$ cat src/rtl/audio_pkg.sv
// audio_pkg: shared defaults, FSM state encoding and legal RATE_LOG2 range for the audio decimator
package audio_pkg;
    localparam int WORD_BYTES_DEF = 2;
    localparam int RATE_LOG2_MIN = 1;
    localparam int RATE_LOG2_MAX = 8;
    localparam logic ST_ACCUM = 1'b0;
    localparam logic ST_LAST = 1'b1;
endpackage

$ cat src/rtl/audio_decimator.sv
// audio_decimator: block-average decimator by 2**RATE_LOG2; define AUDIO_DECIMATOR_ROUND_EN for round-half-up
module audio_decimator
    import audio_pkg::*;
#(
    parameter int WORD_BYTES = WORD_BYTES_DEF,
    parameter int RATE_LOG2 = 4
) (
    input  logic                    clk,
    input  logic                    reset_n,
    input  logic                    s_tvalid,
    input  logic [8*WORD_BYTES-1:0] s_tdata,
    output logic                    s_tready,
    output logic                    m_tvalid,
    output logic [8*WORD_BYTES-1:0] m_tdata,
    input  logic                    m_tready
);
    localparam int W = 8 * WORD_BYTES;
    localparam int AW = W + RATE_LOG2;
`ifdef AUDIO_DECIMATOR_ROUND_EN
    localparam logic [AW-1:0] HALF = AW'(1) << (RATE_LOG2 - 1);
`endif
    logic [RATE_LOG2-1:0] cnt_q, cnt_d;
    logic signed [AW-1:0] acc_q, acc_d, sum, rnd;
    logic                 m_tvalid_q, m_tvalid_d;
    logic [W-1:0]         m_tdata_q, m_tdata_d;
    logic                 state, accept, load;

    // Handshake, accumulation and output-register next state; state is implied by the count
    always_comb begin
        state = (&cnt_q) ? ST_LAST : ST_ACCUM;
        s_tready = reset_n & ((state == ST_ACCUM) | ~m_tvalid_q | m_tready);
        accept = s_tvalid & s_tready;
        load = accept & (state == ST_LAST);
        sum = acc_q + {{RATE_LOG2{s_tdata[W-1]}}, s_tdata};
`ifdef AUDIO_DECIMATOR_ROUND_EN
        rnd = sum + HALF;
`else
        rnd = sum;
`endif
        acc_d = accept ? (load ? '0 : sum) : acc_q;
        cnt_d = accept ? (load ? '0 : cnt_q + 1'b1) : cnt_q;
        m_tvalid_d = load | (m_tvalid_q & ~m_tready);
        m_tdata_d = load ? W'(rnd >>> RATE_LOG2) : m_tdata_q;
    end

    // State registers with synchronous active-low reset
    always_ff @(posedge clk) begin
        if (!reset_n) begin
            cnt_q <= '0;
            acc_q <= '0;
            m_tvalid_q <= 1'b0;
            m_tdata_q <= '0;
        end else begin
            cnt_q <= cnt_d;
            acc_q <= acc_d;
            m_tvalid_q <= m_tvalid_d;
            m_tdata_q <= m_tdata_d;
        end
    end

    assign m_tvalid = m_tvalid_q;
    assign m_tdata = m_tdata_q;
endmodule

$ cat config.mk
export PLATFORM = sky130hd
export DESIGN_NAME = audio_decimator
export DESIGN_NICKNAME = d
export VERILOG_FILES = /design/src/rtl/audio_pkg.sv /design/src/rtl/audio_decimator.sv
export SDC_FILE = /design/constraint.sdc
export NUM_CORES = 1
export LEC_CHECK = 0
export ABC_AREA = 1
export BUFFER_PORTS_ARGS = -buffer_cell sky130_fd_sc_hd__buf_2
export CORE_ASPECT_RATIO = 1.4
export CORE_MARGIN = 5
export CORE_UTILIZATION = 34
export CTS_CLUSTER_DIAMETER = 120
export DETAILED_ROUTE_END_ITERATION = 16
export MAX_ROUTING_LAYER = met4
export PLACE_DENSITY = 0.65
export SYNTH_ARGS = -nofsm -noshare
export SYNTH_HDL_FRONTEND = slang
export SYNTH_SLANG_ARGS = --single-unit
$ cat constraint.sdc
create_clock -name clk -period 1.8 [get_ports clk]
set_input_delay 0.27 -clock clk [delete_from_list [all_inputs] [get_ports clk]]
set_output_delay 0.27 -clock clk [all_outputs]
set_load 0.03 [all_outputs]
== Word-level counts from Yosys, hierarchy flattened ==
Index checks and enable logic that the tools add are counted.

* Input port bits: 20
* Output and inout bits: 18
* Word-level logic and storage cells: 20
* Register bits after elaboration: 41

* Bitwise operators: 10
* Reductions and logical operators: 1
* Multiplexer cells: 3
* Add/sub/neg operators: 2

{| class="wikitable"
|+ Operators with widths
! cell !! count
|-
| 20-bit adder || 1
|-
| 20-bit 2-to-1 mux || 1
|-
| 4-bit by 1-bit adder with 4-bit output, second input constant || 1
|-
| 1-bit bitwise AND || 4
|-
| 4-bit 2-to-1 mux || 1
|-
| 4-bit AND reduction || 1
|-
| 1-bit inverter || 3
|-
| 1-bit OR || 3
|-
| 1-bit 2-to-1 mux || 1
|}

== Logic depth before layout (Yosys ltp) ==
* Word-level depth: 9
* Gate-level depth with buffers: 13
* Mapped depth without buffers: 13

== Worst setup path after synthesis ==
No wires, ideal clock.

* Path type: register to register
* Start: register cnt_q[0]
* End: register m_tdata_q[0] (netlist: m_tdata[0])
* Period minus slack after synthesis: 1.805 ns
* Setup time: 0.113 ns
* Buffers on the path: 1
* Setup slack: -0.005 ns
* Arrival time: 1.692 ns
* Stages on the path, launching flop included: 13
* Data required time: 1.687 ns
* Cells stage by stage: dfxtp_1 -> ha_1 -> inv_1 -> nor3_4 -> a21oi_2 -> nand2_4 -> inv_4 -> nand2_4 -> nand2_4 -> inv_4 -> buf_12 -> nand2_2 -> nand2_1

* Longest elaborated chain between the ends: 8

{| class="wikitable"
|+ Ends and longest elaborated chain
! element !! line !! text
|-
| start: declaration || audio_decimator.sv:22 || <nowiki>logic [RATE_LOG2-1:0] cnt_q, cnt_d;</nowiki>
|-
| start signal: assignment || audio_decimator.sv:54 || <nowiki>cnt_q <= cnt_d;</nowiki>
|-
| 4-bit AND reduction || audio_decimator.sv:30 || <nowiki>state = (&cnt_q) ? ST_LAST : ST_ACCUM;</nowiki>
|-
| 1-bit 2-to-1 mux || audio_decimator.sv:30 ||
|-
| 1-bit inverter || audio_decimator.sv:31 || <nowiki>s_tready = reset_n & ((state == ST_ACCUM) | ~m_tvalid_q | m_tready);</nowiki>
|-
| 1-bit OR (2 in series) || audio_decimator.sv:31 ||
|-
| 1-bit bitwise AND || audio_decimator.sv:31 ||
|-
| net s_tready || audio_decimator.sv:12 || <nowiki>output logic s_tready,</nowiki>
|-
| 1-bit bitwise AND || audio_decimator.sv:32 || <nowiki>accept = s_tvalid & s_tready;</nowiki>
|-
| 1-bit bitwise AND || audio_decimator.sv:33 || <nowiki>load = accept & (state == ST_LAST);</nowiki>
|-
| end signal: assignment || audio_decimator.sv:57 || <nowiki>m_tdata_q <= m_tdata_d;</nowiki>
|-
| end: declaration || audio_decimator.sv:25 || <nowiki>logic [W-1:0] m_tdata_q, m_tdata_d;</nowiki>
|}

The timed path passes the listed nets, and every way through them passes these cells.
A chain may end at the register's enable or synchronous reset.

== Final worst setup path ==
* Start: register acc_q[0]
* End: register acc_q[16]

* Longest elaborated chain between the ends: 2

{| class="wikitable"
|+ Ends and longest elaborated chain
! element !! line !! text
|-
| start: declaration || audio_decimator.sv:23 || <nowiki>logic signed [AW-1:0] acc_q, acc_d, sum, rnd;</nowiki>
|-
| start signal: assignment || audio_decimator.sv:50 || <nowiki>acc_q <= '0;</nowiki>
|-
| start signal: assignment || audio_decimator.sv:55 || <nowiki>acc_q <= acc_d;</nowiki>
|-
| 20-bit adder || audio_decimator.sv:34 || <nowiki>sum = acc_q + {{RATE_LOG2{s_tdata[W-1]}}, s_tdata};</nowiki>
|-
| 20-bit 2-to-1 mux || audio_decimator.sv:40 || <nowiki>acc_d = accept ? (load ? '0 : sum) : acc_q;</nowiki>
|}

No other way between the ends.

==> results.cfg <==
[power]
p_per_area_nw_per_um2 = 637
vdd_ir_drop_max_uv = 310
combPwrFrac_pct = 28.4
p_switching_uw = 705
clockPowerShare_pct = 28.0
switching_share_pct = 31.8
p_leak_uw = 0.00177
seq_power_share_pct = 43.6
p_int_uw = 1510
total_power_uw = 2220

[worst_setup_path]
critPathBufInv = 2
path_max_fanout = 3
start_kind = flip-flop
r2r_slack_ns = 0.03
cp_top_family = simple AND/OR/NAND/NOR gates
cp_common_cell = nand3_2
worstSetupPathType = reg -> reg
r2r_cells = 12
cp_slowest_cell = dfxtp_2
cp.required_ns = 2.04
end_kind = flip-flop
cpPeakStageDelay_ns = 0.36
path_cells = ha_4, inv_2, fa_2, inv_2, nand3_2, nand2_2, nand3_2, nand2_4, nand2_2, nand3b_1, nand3_2, a21oi_2
arrival_ns = 2.01
r2r-end = acc_q[16]
r2r-start = acc_q[0]

[routing]
wire_per_inst_um = 12.7
drc = 0
via_count = 2732
vias_per_cell = 4.80
antenna_left = 0
drtIter0Drc = 106
totalWireLength_um = 7240
dr.pass1.iters = 4

[die]
num_rows = 38
die-area_um2 = 9820
initial_utilization_pct = 34.7
die_h_um = 115
coreArea_um2 = 7750
die_x_um = 85.2
io_pins = 38

[timing]
tightest_slew_ns = 0.295
max_freq_mhz = 566
hold-worst-slack_ns = 0.267
setup_violations = 0
rsz0062_at_grt = yes
period_share_pct = 98.2
fin_skew_ns = 0.00927
hold_violations = 0
slew_headroom_pct = 80.1
period_needed_ns = 1.77
final_max_slew_viol_count = 0

[cts]
htreeDepth = 2
root_buffer = clkbuf_8
clk_pin_slew_ns = 0.07
cts_hold_repair.buffers = 0
cts.sinks = 41
cts_buffers = 5
cts_tree = done
clock_path_buffers = 2
insertion_delay_ns = 0.30

[yosys]
synth_warnings = 0
syn-instance-count = 409
synth_common_cells = nand2_1, inv_1, dfxtp_1, a21oi_1, nand3_1
synth-edff-count = 0
synth_ff_type = dfxtp_1
synth.avg_cell_area_um2 = 6.58
synth_cell_types = 31
synthArstFlopShare_pct = 0
synth.cell_area_um2 = 2690
synth_area_leaders = dfxtp_1, nand2_1, ha_1, a21oi_1, nand3_1
yosysTopAreaCell = dfxtp_1
post-synth-top-count-cell = nand2_1
syn_nets = 450
synth_top_cell_area_share_pct = 30.5
ys_seq_area_share_pct = 30.5
synth_seq_cells = 41

[layout]
fin_util_pct = 44.9
syn_to_final_growth_pct = 29.3
final_nets = 510
num_antenna_cells = 0
instances_no_fill = 569
multiInputGateArea_um2 = 1890
nFillCells = 824
seq_area_um2 = 823
drive_above_1_share_pct = 28.8
final_area_um2 = 3480

[placement]
dp_hpwl_um = 5260
gp_congestion = 0.939
port_buffers = 37
dpl.cell_count = 559
place_area_um2 = 3110

[grt]
grt_max_degree = 21
grt_antenna_before_repair = 0
grt_pass1_vias = 2573
grt.overflow.total = 0
grt_pass1_wl_um = 11800
track_usage_pct = 15.4

[run_status]
status = complete, no violations

[hold_path]
worstHoldStart = m_tready
hold_depth = 4
hold_path_class = in -> reg
hold_end = m_tvalid

[job]
drv_cap = 0
==> power by group through the flow <==
stage / Sequential [µW] / Clock [µW] / Combinational (µW)
finish: 966 / 620 / 630
global route: 970 / 696 / 705
CTS: 960 / 647 / 539
detailed placement: 981 / 0 / 531
global placement: 979 / 0 / 525
floorplan: 976 / 0 / 371
==> worst max path at each step <==
stage	start	to	slack, ns	cells after the start
after global placement	s_tdata[9]	acc_q[10]	-0.07	9
final	acc_q[0]	acc_q[16]	0.03	12
after detailed placement	s_tdata[0]	acc_q[14]	-0.1	13
after global routing	acc_q[0]	acc_q[16]	-0.07	12
after floorplan	acc_q[0]	acc_q[16]	0.07	13
after CTS	acc_q[0]	acc_q[8]	0.002	11
==> tightest hold or removal path, stage by stage <==
cell     delay (ns)
buf_2          0.08
nor2_1         0.07
nand2_1        0.06
nand2_1        0.05
==> layout make-up <==
type	count	area share (%)
Inverter	49	5.57
Clock buffer	7	2.48
Timing Repair Buffer	60	10.4
Multi-Input combinational cell	312	54.3
Sequential cell	41	23.7
Tap cell	100	3.60
==> kinds of logic (layout without fill, tap and decap cells) <==
logic type / count (synthesis) / count (layout) / synth area share, %
and+or+nand+nor: 234 / 234 / 38.5
buffers and inverters: 56 / 116 / 8.97
AOI/OAI and AO/OA: 50 / 50 / 9.72
DFF: 41 / 41 / 30.5
adders and majority gates: 21 / 21 / 10.0
xor gates and xnor gates: 7 / 7 / 2.28
==> placed cells by master (no fill, tap or decap), types with 4 or more instances in the layout <==
cell type,instances
inv_1,41
inv_2,4
o21ai_0,6
a21oi_2,8
nand2_4,4
ha_1,11
nand3_2,7
buf_2,37
dfxtp_1,39
clkbuf_8,6
buf_4,22
nand3b_1,8
nand3_1,27
ha_4,8
nand2_1,136
nor2_1,19
nand2_2,20
a21oi_1,32
==> flip-flops by register name (all words and copies together) (netlist names) <==
signal,cells
m_tvalid,1
cnt_q,4
m_tdata,16
acc_q,20
==> routing by layer <==
metal	vias to the layer above	track usage (%)	routed length, µm
li1	1420	-	-
met1	1253	17.4	3080
met2	46	26.8	3650
met3	13	3.01	322
met4	0	5.81	187
met5	-	-	0
==> timing repair <==
action	in CTS	in global routing
setup endpoints to repair	11	29
gates resized for setup	6	48
pin swaps	2	13
setup buffers	0	3
==> through the flow <==
stage | setup TNS (ns) | setup slack, ns
floorplan | 0 | 0.0694
global route | -0.447 | -0.0693
finish | 0 | 0.0323
global placement | -0.537 | -0.0700
CTS | 0 | 0.00209
detailed placement | -0.972 | -0.0976
No activity file was read; power rests on OpenSTA's default activity.
